[src/rtl/rv32i_mc_core_if.sv]
// Instruction-ROM / data-RAM bus of rv32i_mc_core.
// Optional feature macro: MEM_WAIT_EN adds the dataReady handshake from the data RAM.
interface rv32i_mc_core_if;
    logic [31:0] instrCode;
    logic [31:0] instrMemAddr;
    logic        dataWe;
    logic [31:0] dataAddr;
    logic [31:0] dataWData;
    logic [3:0]  dataBe;
    logic [31:0] dataRData;
`ifdef MEM_WAIT_EN
    logic        dataReady;

    modport master (input  instrCode, input  dataRData, input  dataReady,
                    output instrMemAddr, output dataWe, output dataAddr,
                    output dataWData, output dataBe);
    modport slave  (output instrCode, output dataRData, output dataReady,
                    input  instrMemAddr, input  dataWe, input  dataAddr,
                    input  dataWData, input  dataBe);
`else
    modport master (input  instrCode, input  dataRData,
                    output instrMemAddr, output dataWe, output dataAddr,
                    output dataWData, output dataBe);
    modport slave  (output instrCode, output dataRData,
                    input  instrMemAddr, input  dataWe, input  dataAddr,
                    input  dataWData, input  dataBe);
`endif
endinterface

[src/rtl/rv32i_mc_core.sv]
// Multi-cycle RV32I/RV32E core: FETCH/DECODE/EXECUTE/MEM/WB with halt on faults.
// Optional feature macro: MEM_WAIT_EN (MEM stalls until dataReady).
module rv32i_mc_core #(
    parameter logic [31:0] RESET_PC = 32'h0000_0000,
    parameter int unsigned NUM_REGS = 32
) (
    input  logic            clk,
    input  logic            reset,
    rv32i_mc_core_if.master bus,
    output logic            retire,
    output logic            halt
);
    localparam int unsigned XLEN   = 32;
    localparam int unsigned RIDX_W = (NUM_REGS > 1) ? $clog2(NUM_REGS) : 1;

    localparam logic [6:0] OP_R  = 7'b0110011;
    localparam logic [6:0] OP_I  = 7'b0010011;
    localparam logic [6:0] OP_LD = 7'b0000011;
    localparam logic [6:0] OP_ST = 7'b0100011;
    localparam logic [6:0] OP_BR = 7'b1100011;

    typedef enum logic [2:0] {S_FETCH, S_DECODE, S_EXECUTE, S_MEM, S_WB, S_HALT} state_t;
    state_t state_q, state_d;

    logic [XLEN-1:0] pc_q, ir_q, a_q, b_q, imm_q, alu_q, mdr_q;
    logic [XLEN-1:0] regs [NUM_REGS];

    logic [6:0] opcode, f7;
    logic [2:0] f3;
    logic [4:0] rs1, rs2, rd;
    logic       is_r, is_i, is_ld, is_st, is_br;

    assign opcode = ir_q[6:0];
    assign rd     = ir_q[11:7];
    assign f3     = ir_q[14:12];
    assign rs1    = ir_q[19:15];
    assign rs2    = ir_q[24:20];
    assign f7     = ir_q[31:25];
    assign is_r   = (opcode == OP_R);
    assign is_i   = (opcode == OP_I);
    assign is_ld  = (opcode == OP_LD);
    assign is_st  = (opcode == OP_ST);
    assign is_br  = (opcode == OP_BR);
    assign bus.instrMemAddr = pc_q;

    logic mem_ready;
`ifdef MEM_WAIT_EN
    assign mem_ready = bus.dataReady;
`else
    assign mem_ready = 1'b1;
`endif

    logic            rs1_ok, rs2_ok, rd_ok, legal_c;
    logic [XLEN-1:0] imm_c, rs1_val_c, rs2_val_c;

    assign rs1_ok    = (32'(rs1) < NUM_REGS);
    assign rs2_ok    = (32'(rs2) < NUM_REGS);
    assign rd_ok     = (32'(rd) < NUM_REGS);
    assign rs1_val_c = (rs1 == 5'd0 || !rs1_ok) ? '0 : regs[rs1[RIDX_W-1:0]];
    assign rs2_val_c = (rs2 == 5'd0 || !rs2_ok) ? '0 : regs[rs2[RIDX_W-1:0]];

    // Decode: opcode/funct legality, register-index range, immediate format
    always_comb begin
        legal_c = 1'b0;
        imm_c   = {{20{ir_q[31]}}, ir_q[31:20]};
        case (opcode)
            OP_R:  legal_c = (f7 == 7'b0000000) ||
                             (f7 == 7'b0100000 && (f3 == 3'b000 || f3 == 3'b101));
            OP_I: begin
                case (f3)
                    3'b001:  legal_c = (f7 == 7'b0000000);
                    3'b101:  legal_c = (f7 == 7'b0000000) || (f7 == 7'b0100000);
                    default: legal_c = 1'b1;
                endcase
            end
            OP_LD: legal_c = (f3 != 3'b011) && (f3[2:1] != 2'b11);
            OP_ST: begin
                legal_c = !f3[2] && (f3[1:0] != 2'b11);
                imm_c   = {{20{ir_q[31]}}, ir_q[31:25], ir_q[11:7]};
            end
            OP_BR: begin
                legal_c = (f3[2:1] != 2'b01);
                imm_c   = {{19{ir_q[31]}}, ir_q[31], ir_q[7], ir_q[30:25], ir_q[11:8], 1'b0};
            end
            default: legal_c = 1'b0;
        endcase
        if (!rs1_ok || ((is_r || is_st || is_br) && !rs2_ok) ||
            ((is_r || is_i || is_ld) && !rd_ok))
            legal_c = 1'b0;
    end

    logic [XLEN-1:0] op_b, alu_c, target_c, wdata_c, lane, load_c;
    logic [4:0]      shamt;
    logic [3:0]      be_c;
    logic            alt, taken_c, fault_c;

    // Execute: ALU, branch decision, alignment faults, store lane placement
    always_comb begin
        op_b     = (is_r || is_br) ? b_q : imm_q;
        shamt    = op_b[4:0];
        alt      = ir_q[30] && (is_r || f3 == 3'b101);
        alu_c    = a_q + op_b;
        taken_c  = 1'b0;
        fault_c  = 1'b0;
        be_c     = 4'b1111;
        wdata_c  = b_q;
        target_c = pc_q + imm_q;
        if (is_r || is_i) begin
            case (f3)
                3'b000:  alu_c = alt ? (a_q - op_b) : (a_q + op_b);
                3'b001:  alu_c = a_q << shamt;
                3'b010:  alu_c = XLEN'($signed(a_q) < $signed(op_b));
                3'b011:  alu_c = XLEN'(a_q < op_b);
                3'b100:  alu_c = a_q ^ op_b;
                3'b101:  alu_c = alt ? $unsigned($signed(a_q) >>> shamt) : (a_q >> shamt);
                3'b110:  alu_c = a_q | op_b;
                default: alu_c = a_q & op_b;
            endcase
        end
        case (f3)
            3'b000:  taken_c = (a_q == b_q);
            3'b001:  taken_c = (a_q != b_q);
            3'b100:  taken_c = ($signed(a_q) < $signed(b_q));
            3'b101:  taken_c = ($signed(a_q) >= $signed(b_q));
            3'b110:  taken_c = (a_q < b_q);
            3'b111:  taken_c = (a_q >= b_q);
            default: taken_c = 1'b0;
        endcase
        case (f3[1:0])
            2'b00: begin
                be_c    = 4'b0001 << alu_c[1:0];
                wdata_c = {4{b_q[7:0]}};
            end
            2'b01: begin
                be_c    = 4'b0011 << alu_c[1:0];
                wdata_c = {2{b_q[15:0]}};
            end
            default: ;
        endcase
        if (is_br && taken_c && target_c[1:0] != 2'b00)
            fault_c = 1'b1;
        if ((is_ld || is_st) && f3[1:0] == 2'b10 && alu_c[1:0] != 2'b00)
            fault_c = 1'b1;
        if ((is_ld || is_st) && f3[1:0] == 2'b01 && alu_c[0])
            fault_c = 1'b1;
    end

    // Load lane extraction and sign/zero extension
    always_comb begin
        lane = bus.dataRData >> {bus.dataAddr[1:0], 3'b000};
        case (f3)
            3'b000:  load_c = {{24{lane[7]}}, lane[7:0]};
            3'b001:  load_c = {{16{lane[15]}}, lane[15:0]};
            3'b100:  load_c = {24'b0, lane[7:0]};
            3'b101:  load_c = {16'b0, lane[15:0]};
            default: load_c = lane;
        endcase
    end

    // Next-state logic
    always_comb begin
        state_d = state_q;
        case (state_q)
            S_FETCH:   state_d = S_DECODE;
            S_DECODE:  state_d = legal_c ? S_EXECUTE : S_HALT;
            S_EXECUTE: begin
                if (fault_c)              state_d = S_HALT;
                else if (is_br)           state_d = S_FETCH;
                else if (is_ld || is_st)  state_d = S_MEM;
                else                      state_d = S_WB;
            end
            S_MEM:     if (mem_ready) state_d = is_ld ? S_WB : S_FETCH;
            S_WB:      state_d = S_FETCH;
            default:   state_d = S_HALT;
        endcase
    end

    // State register
    always_ff @(posedge clk) begin
        if (reset) state_q <= S_FETCH;
        else       state_q <= state_d;
    end

    // Datapath registers, register file and registered bus outputs
    always_ff @(posedge clk) begin
        if (reset) begin
            pc_q          <= RESET_PC;
            ir_q          <= '0;
            a_q           <= '0;
            b_q           <= '0;
            imm_q         <= '0;
            alu_q         <= '0;
            mdr_q         <= '0;
            bus.dataWe    <= 1'b0;
            bus.dataBe    <= 4'b0000;
            bus.dataAddr  <= '0;
            bus.dataWData <= '0;
            retire        <= 1'b0;
            halt          <= 1'b0;
            for (int unsigned i = 0; i < NUM_REGS; i++) regs[RIDX_W'(i)] <= '0;
        end else begin
            retire <= (state_d == S_FETCH) && (state_q != S_FETCH);
            halt   <= (state_d == S_HALT);
            case (state_q)
                S_FETCH:  ir_q <= bus.instrCode;
                S_DECODE: begin
                    a_q   <= rs1_val_c;
                    b_q   <= rs2_val_c;
                    imm_q <= imm_c;
                end
                S_EXECUTE: if (!fault_c) begin
                    alu_q <= alu_c;
                    pc_q  <= (is_br && taken_c) ? target_c : pc_q + 32'd4;
                    if (is_ld || is_st) bus.dataAddr <= alu_c;
                    if (is_st) begin
                        bus.dataWe    <= 1'b1;
                        bus.dataBe    <= be_c;
                        bus.dataWData <= wdata_c;
                    end
                end
                S_MEM: if (mem_ready) begin
                    bus.dataWe <= 1'b0;
                    bus.dataBe <= 4'b0000;
                    if (is_ld) mdr_q <= load_c;
                end
                S_WB: if (rd != 5'd0) regs[rd[RIDX_W-1:0]] <= is_ld ? mdr_q : alu_q;
                default: ;
            endcase
        end
    end
endmodule
[src/flat_wrapper.sv]
// flat-port wrapper written by rule: the top's interface ports become plain ports
module rv32i_mc_core_flat 
#(
    parameter logic [31:0] RESET_PC = 32'h0000_0000,
    parameter int unsigned NUM_REGS = 32
)
  (clk, reset, retire, halt, bus_instrCode, bus_dataRData, bus_instrMemAddr, bus_dataWe, bus_dataAddr, bus_dataWData, bus_dataBe);
  rv32i_mc_core_if bus_i ();
  input  logic clk;
  input  logic reset;
  output logic retire;
  output logic halt;
  input wire logic [$bits(bus_i.instrCode)-1:0] bus_instrCode;
  input wire logic [$bits(bus_i.dataRData)-1:0] bus_dataRData;
  output wire logic [$bits(bus_i.instrMemAddr)-1:0] bus_instrMemAddr;
  output wire logic [$bits(bus_i.dataWe)-1:0] bus_dataWe;
  output wire logic [$bits(bus_i.dataAddr)-1:0] bus_dataAddr;
  output wire logic [$bits(bus_i.dataWData)-1:0] bus_dataWData;
  output wire logic [$bits(bus_i.dataBe)-1:0] bus_dataBe;
  assign bus_i.instrCode = bus_instrCode;
  assign bus_i.dataRData = bus_dataRData;
  assign bus_instrMemAddr = bus_i.instrMemAddr;
  assign bus_dataWe = bus_i.dataWe;
  assign bus_dataAddr = bus_i.dataAddr;
  assign bus_dataWData = bus_i.dataWData;
  assign bus_dataBe = bus_i.dataBe;
  rv32i_mc_core #(.RESET_PC(RESET_PC), .NUM_REGS(NUM_REGS)) u_core (.clk(clk), .reset(reset), .bus(bus_i), .retire(retire), .halt(halt));
endmodule
[config.mk]
export PLATFORM = sky130hd
export DESIGN_NAME = rv32i_mc_core_flat
export DESIGN_NICKNAME = d
export VERILOG_FILES = /design/src/rtl/rv32i_mc_core_if.sv /design/src/rtl/rv32i_mc_core.sv /design/src/flat_wrapper.sv
export SDC_FILE = /design/constraint.sdc
export NUM_CORES = 2
export LEC_CHECK = 0
export CORE_MARGIN = 2
export CORE_UTILIZATION = 24
export CTS_CLUSTER_SIZE = 10
export DETAILED_ROUTE_END_ITERATION = 16
export HOLD_SLACK_MARGIN = 0.06
export PLACE_DENSITY = 0.35
export SLEW_MARGIN = 10
export SYNTH_ARGS = -nofsm -noshare
export SYNTH_HDL_FRONTEND = slang
export SYNTH_SLANG_ARGS = --single-unit
[constraint.sdc]
create_clock -name clk -period 10.8 [get_ports clk]
set_input_delay 1.62 -clock clk [delete_from_list [all_inputs] [get_ports clk]]
set_output_delay 1.62 -clock clk [all_outputs]
set_load 0.005 [all_outputs]
# Word-level counts from Yosys, hierarchy flattened
# Memories as Yosys holds them, arrays and structs flattened. A register that Yosys moved wholly into a read port is not among the register bits.
# Cells that the tools add are included.
# Widths: inputs -> output; s select.
# totals
memories	1
out_inout_bits	103
elab_cells	144
ff_bits	279
ramBits	1024
# mem_list
memory	words	width	rd	rd_ports_with_merged_regs	wr	line_no	text
u_core.regs	32	32	2	2	32	rv32i_mc_core.sv:26	logic [XLEN-1:0] regs [NUM_REGS];
# op_classes
muxes	44
add_sub_neg	4
reduce_logical	37
magnitude_cmp	6
bitwise	4
n_shift	6
n_eq_ne	28
# op_table
op	n
$mux 32	9
$pmux 32 s7	1
$lt 32x32->1	4
$pmux 32 s4	1
$add 32x32->32	2
$ge 32x32->1	2
$pmux 32 s2	1
$shr 32x5->32	2
$add 32x3->32 const B	1
$and 32x32->32	1
$eq 32x32->1	1
$ne 32x32->1	1
$or 32x32->32	1
$reduce_or 32->1	1
$shl 32x5->32	1
$sshr 32x5->32	1
$sub 32x32->32	1
$xor 32x32->32	1
$mux 5	5
$pmux 12 s2	1
$eq 7x6->1 const B	3
$eq 3x3->1 const B	6
$pmux 4 s2	2
$mux 3	5
31 further kinds	75

# Logic depth before layout (Yosys ltp)
# depth
depth_word	15
mapped_depth	23
depth_no_buf	16

# Least setup slack after synthesis
# No wires, ideal clock.
# synth_path
path_kind	flip-flop to flip-flop
start	register u_core.ir_q[3]
end	register u_core.alu_q[26]
n_path_buf	6
path_slack_ps	5382
setup_ps	120
period_less_slack_ps	5418
t_arrival_ps	5298
path_stages_with_launch	20
required_time_ps	10680
cell_sequence	dfxtp_1 nand4bb_1 buf_2 clkbuf_1 nor4_1 nor2_1 inv_1 clkbuf_1 buf_1 clkbuf_1 ha_1 clkbuf_1 a31oi_1 o32a_1 or4b_1 nand2_1 a31oi_2 mux2_1 or4b_1 o31a_1
# synth_between
elab_chain_len	13
elab_cells_between_ends	37
cone_classes	add/sub (2); order compare (2); eq/ne (5); shift (3); mux (8); bitwise (4); reduce/logical (13)
# synth_lines
element	line_no	text
from (decl)	rv32i_mc_core.sv:25	logic [XLEN-1:0] pc_q, ir_q, a_q, b_q, imm_q, alu_q, mdr_q;
from (signal assigned)	rv32i_mc_core.sv:205	S_FETCH: ir_q <= bus.instrCode;
$eq 7x6->1 / $eq 7x7->1 (equally long branches)	rv32i_mc_core.sv:39, rv32i_mc_core.sv:43	
$logic_or 1x1->1	rv32i_mc_core.sv:99	op_b = (is_r || is_br) ? b_q : imm_q;
$mux 32	rv32i_mc_core.sv:99	
$add 32x32->32, or another cell as far along	rv32i_mc_core.sv:102, rv32i_mc_core.sv:110	
$mux 32 (on tied branches)	rv32i_mc_core.sv:110, rv32i_mc_core.sv:115	
$pmux 32 s7	rv32i_mc_core.sv:109	case (f3)
$mux 32	rv32i_mc_core.sv:108	if (is_r || is_i) begin
$reduce_bool 2->1	rv32i_mc_core.sv:142	if ((is_ld || is_st) && f3[1:0] == 2'b10 && alu_c[1:0] != 2'b00)
$logic_and 1x1->1	rv32i_mc_core.sv:142	
$mux 1	rv32i_mc_core.sv:142	
$mux 1	rv32i_mc_core.sv:144	if ((is_ld || is_st) && f3[1:0] == 2'b01 && alu_c[0])
$not 1->1 (no line)	--	
$reduce_and 2->1 (no line)	--	
to (signal assigned)	rv32i_mc_core.sv:212	alu_q <= alu_c;
to (decl)	rv32i_mc_core.sv:25	
# Parallel ways exist; a longest one is shown, timed or not.
# A chain may end at the register's enable or synchronous reset.

# Worst setup path after layout
# layout_path
start	register u_core.ir_q[6]
end	register u_core.bus.dataAddr[28]
# layout_between
elab_chain_len	13
elab_cells_between_ends	37
cone_classes	add/sub (2); order compare (2); eq/ne (5); shift (3); mux (8); bitwise (4); reduce/logical (13)
# layout_lines
element	line_no	text
$eq 7x6->1 / $eq 7x7->1 (equally long branches)	rv32i_mc_core.sv:39, rv32i_mc_core.sv:43	
$logic_or 1x1->1	rv32i_mc_core.sv:99	
$mux 32	rv32i_mc_core.sv:99	
$add 32x32->32, or another cell as far along	rv32i_mc_core.sv:102, rv32i_mc_core.sv:110	
$mux 32 (on tied branches)	rv32i_mc_core.sv:110, rv32i_mc_core.sv:115	
$pmux 32 s7	rv32i_mc_core.sv:109	
$mux 32	rv32i_mc_core.sv:108	
$reduce_bool 2->1	rv32i_mc_core.sv:142	
$logic_and 1x1->1	rv32i_mc_core.sv:142	
$mux 1	rv32i_mc_core.sv:142	
$mux 1	rv32i_mc_core.sv:144	
$not 1->1 (no line)	--	
$reduce_and 3->1 (no line)	--	
to (signal assigned)	rv32i_mc_core.sv:214	if (is_ld || is_st) bus.dataAddr <= alu_c;
to (decl)	rv32i_mc_core_if.sv:22	output instrMemAddr, output dataWe, output dataAddr,
# Parallel ways exist; a longest one is shown, timed or not.

==> summary.txt <==
Synth
  • Number of synthesized flops with an enable pin: 1024
  • Post-Synthesis Cells: 6750
  • Asr flop ratio synth: 0%
  • Seq/Total Area, Yosys: 47.8%
  • Primary FF master, synth: edfxtp_1
  • Synth cell types: 91
  • Synthesized area per cell: 11.3 µm²
  • Synth Cell Area: 76400 µm²
  • Most instantiated cells after synthesis: nor2_1 (1381), edfxtp_1 (1024), mux4_2 (644), clkbuf_1 (520), nand2_1 (450)
  • Top cell type by total area after synthesis: edfxtp_1
  • Share of the synthesized area in the top cell type: 40.2%
  • Synthesized flop and latch total: 1313
  • Synth warn: 0
  • Synth area leaders: edfxtp_1 (40%), mux4_2 (19%), dfxtp_1 (7.6%)
  • Top-count cell post-synth: nor2_1

Clocking
  • CTS tree: done
  • CTS Buf Count: 172
  • CTS clk-pin slew, worst paths: 0.06 ns
  • Post-CTS setup buffer count: 0
  • CTS Sinks: 1313
  • Worst-case clock buffer depth: 4
  • H-tree depth: 4
  • CTS root buf: clkbuf_16
  • CTS resizes: 0
  • Hold-fix buffer count after cts: 0
  • Worst-skew pair later-pin latency: 0.89 ns

GRT
  • M3 GR Usage: 3.79%
  • Vias in the first global route: 60052
  • GRT Util Overall: 23.6%
  • Overflow after GRT: 0
  • Largest net degree at the start of global routing: 105
  • Met2 Usage GRT: 38.7%
  • Global-route wire length before repair: 528000 µm
  • GR peak layer: met2
  • Met1 Resource Use GR: 30.8%
  • Initial antenna violation count: 18

Floorplan
  • Initial core utilization: 24.1%
  • Die footprint: 323000 µm²
  • Core Box Area: 317000 µm²
  • IO Count: 169
  • Die width: 568 µm
  • Die height: 568 µm
  • Core Rows: 207

Detailed routing
  • Total number of vias: 60822
  • Initial DRC count: 6870
  • Post-Route WL: 392000 µm
  • 1st-pass router iterations: 6
  • Post-DR vias/cell: 5.51
  • DRT antenna net count: 0
  • Drt drc: 0
  • Routed length per instance: 35.5 µm

Run status
  • Run status: completed

Power
  • Power Dens Cells: 159 nW/µm²
  • VDD IR max: 0.000115 V
  • P_leak: 28.3 nW
  • Power Total: 14.2 mW

STA
  • Endpoints failing hold: 0
  • Setup ws final: 4.17 ns
  • Worst slew margin: 7.68%
  • Clock skew: 0.101 ns
  • Max-slew violation count: 0
  • Final setup fails: 0
  • Setup TNS: 0 ns
  • Unrepaired setup endpoints after global routing: no
  • Fmax: 151 MHz
  • Hold_ws: 0.449 ns
  • Worst Max-Slew Pin Slew: 1.38 ns
  • Final min period: 6.63 ns
  • Tcrit/Tclk final: 61.4%

Critical path
  • Crit-path slowest cell: dfxtp_1
  • R2R Setup Slk: 4.17 ns
  • Worst Path Arrival: 7.37 ns
  • Max incr delay on CP: 0.82 ns
  • WP data required: 11.55 ns
  • Setup crit start: u_core.ir_q[6]
  • Crit path kind: reg2reg
  • Worst r2r src: u_core.ir_q[6]
  • Crit-path leading delay family: simple AND/OR/NAND/NOR gates
  • Worst setup EP type: register
  • Largest fanout on the critical path: 30
  • CP Cell Sequence: xor2_2 -> buf_4 -> nand4_1 -> buf_4 -> nand2_1 -> inv_1 -> fa_1 -> mux2i_1 -> o211a_1 -> nor3_1 -> buf_4 -> o21ai_1 -> a21oi_1 -> and3_1 -> buf_4 -> nand2_1 -> o22ai_1
  • Reg-to-reg endpoint: u_core.bus.dataAddr[28]
  • Worst Reg-to-Reg Cells: 17
  • Critical Path Source Type: register
  • Worst Path Buf+Inv: 5
  • Crit path top cell by count: buf_4

Place
  • Hpwl dp: 257000 µm
  • GP Congestion: 0.975
  • Dpl ws: 4.49 ns
  • PortBufs: 168

Flow run
  • Max-Cap Viols: 0

Cells and area
  • FILL cells: 32529
  • Share of layout cells above drive strength 1: 18.6%
  • Synth-to-layout area growth: 16.3%
  • Final Util: 28.0%
  • Final #Nets: 6950

Worst hold path
  • Hold Path Class: reg2reg
  • WHS Endpoint: u_core.bus.dataWData[31]
  • Hold Path Origin: u_core.bus.dataWData[31]
  • Worst Hold Depth: 2
-- stage by stage --
stage	area, µm²	cells
finish	88900	11032
global route	88900	11027
global placement	83700	10734
detailed placement	83700	10734
floorplan	76500	6781
CTS	88900	11025
-- worst min-delay path: stages (launching register included) --
cell and delay, ns:
dfxtp_1 0.30, nand2_1 0.05, a21oi_1 0.05
-- cell type report --
type	instances	area (µm²)	share of cell area, %
diodes	7	17.5	0.0197
clock buffers	242	4710	5.30
clock inverters	49	419	0.472
inverters	180	678	0.763
multi-input cells	4661	37700	42.4
flip-flops and latches	1313	36600	41.2
well taps	4180	5230	5.89
repair buffers	400	3530	3.97
-- report_power, final --
group          switching, mW  leakage [nW]  total, mW  internal [mW]
Sequential             0.197          12.9       5.81           5.62
Clock                   2.38          2.48       5.47           3.10
Combinational           1.89          12.9       2.87          0.979
-- how the worst max path moves through the flow --
stage | end | slack [ns] | cells after the start
after floorplan | u_core.alu_q[26] | 5.38 | 19
after global placement | u_core.alu_q[30] | 4.48 | 19
after detailed placement | u_core.bus.dataAddr[2] | 4.49 | 17
after CTS | u_core.bus.dataAddr[3] | 4.46 | 17
after global routing | u_core.bus.dataAddr[5] | 3.98 | 17
final | u_core.bus.dataAddr[28] | 4.17 | 17
-- cell families after synthesis --
family	share of synthesized area, %
AOI/OAI and AO/OA	10.8
DFF	47.8
buffers and inverters	3.99
and+or+nand+nor	12.9
other	0.00491
adders and majority gates	2.57
xor gates and xnor gates	0.743
muxes	21.2
-- state kept, by name, indices dropped and copies added, names as in the netlist, 3 cells and up, named ones only --
signal	count
u_core.bus.dataAddr	32
u_core.bus.instrMemAddr	32
u_core.ir_q	32
u_core.regs	1024
u_core.b_q	32
u_core.a_q	32
u_core.mdr_q	32
u_core.bus.dataWData	32
u_core.alu_q	32
u_core.imm_q	13
u_core.bus.dataBe	4
u_core.state_q	3
-- per-layer routing --
| layer | part of all wire [%] | vias up | wire, µm |
|---|---|---|---|
| met5 | 0.018 | - | 69 |
| met4 | 5.0 | 12 | 19600 |
| met3 | 6.7 | 649 | 26400 |
| met2 | 47 | 2685 | 184000 |
| met1 | 41 | 32013 | 162000 |
| li1 | - | 25463 | - |
-- cells in the final DEF (no fill, tap or decap), drive strengths merged, types with 154 or more instances in the layout --
cell           netlist  final
inv                176    182
dfxtp              289    289
buf                107    233
clkdlybuf4s50        0    167
nand2              450    450
nor2              1381   1381
mux4               644    644
a21oi              354    354
edfxtp            1024   1024
ha                 154    154
nand3              159    159
o21ai              269    269
clkbuf             520    242
Note: power is estimated with default switching activity, not from simulation.
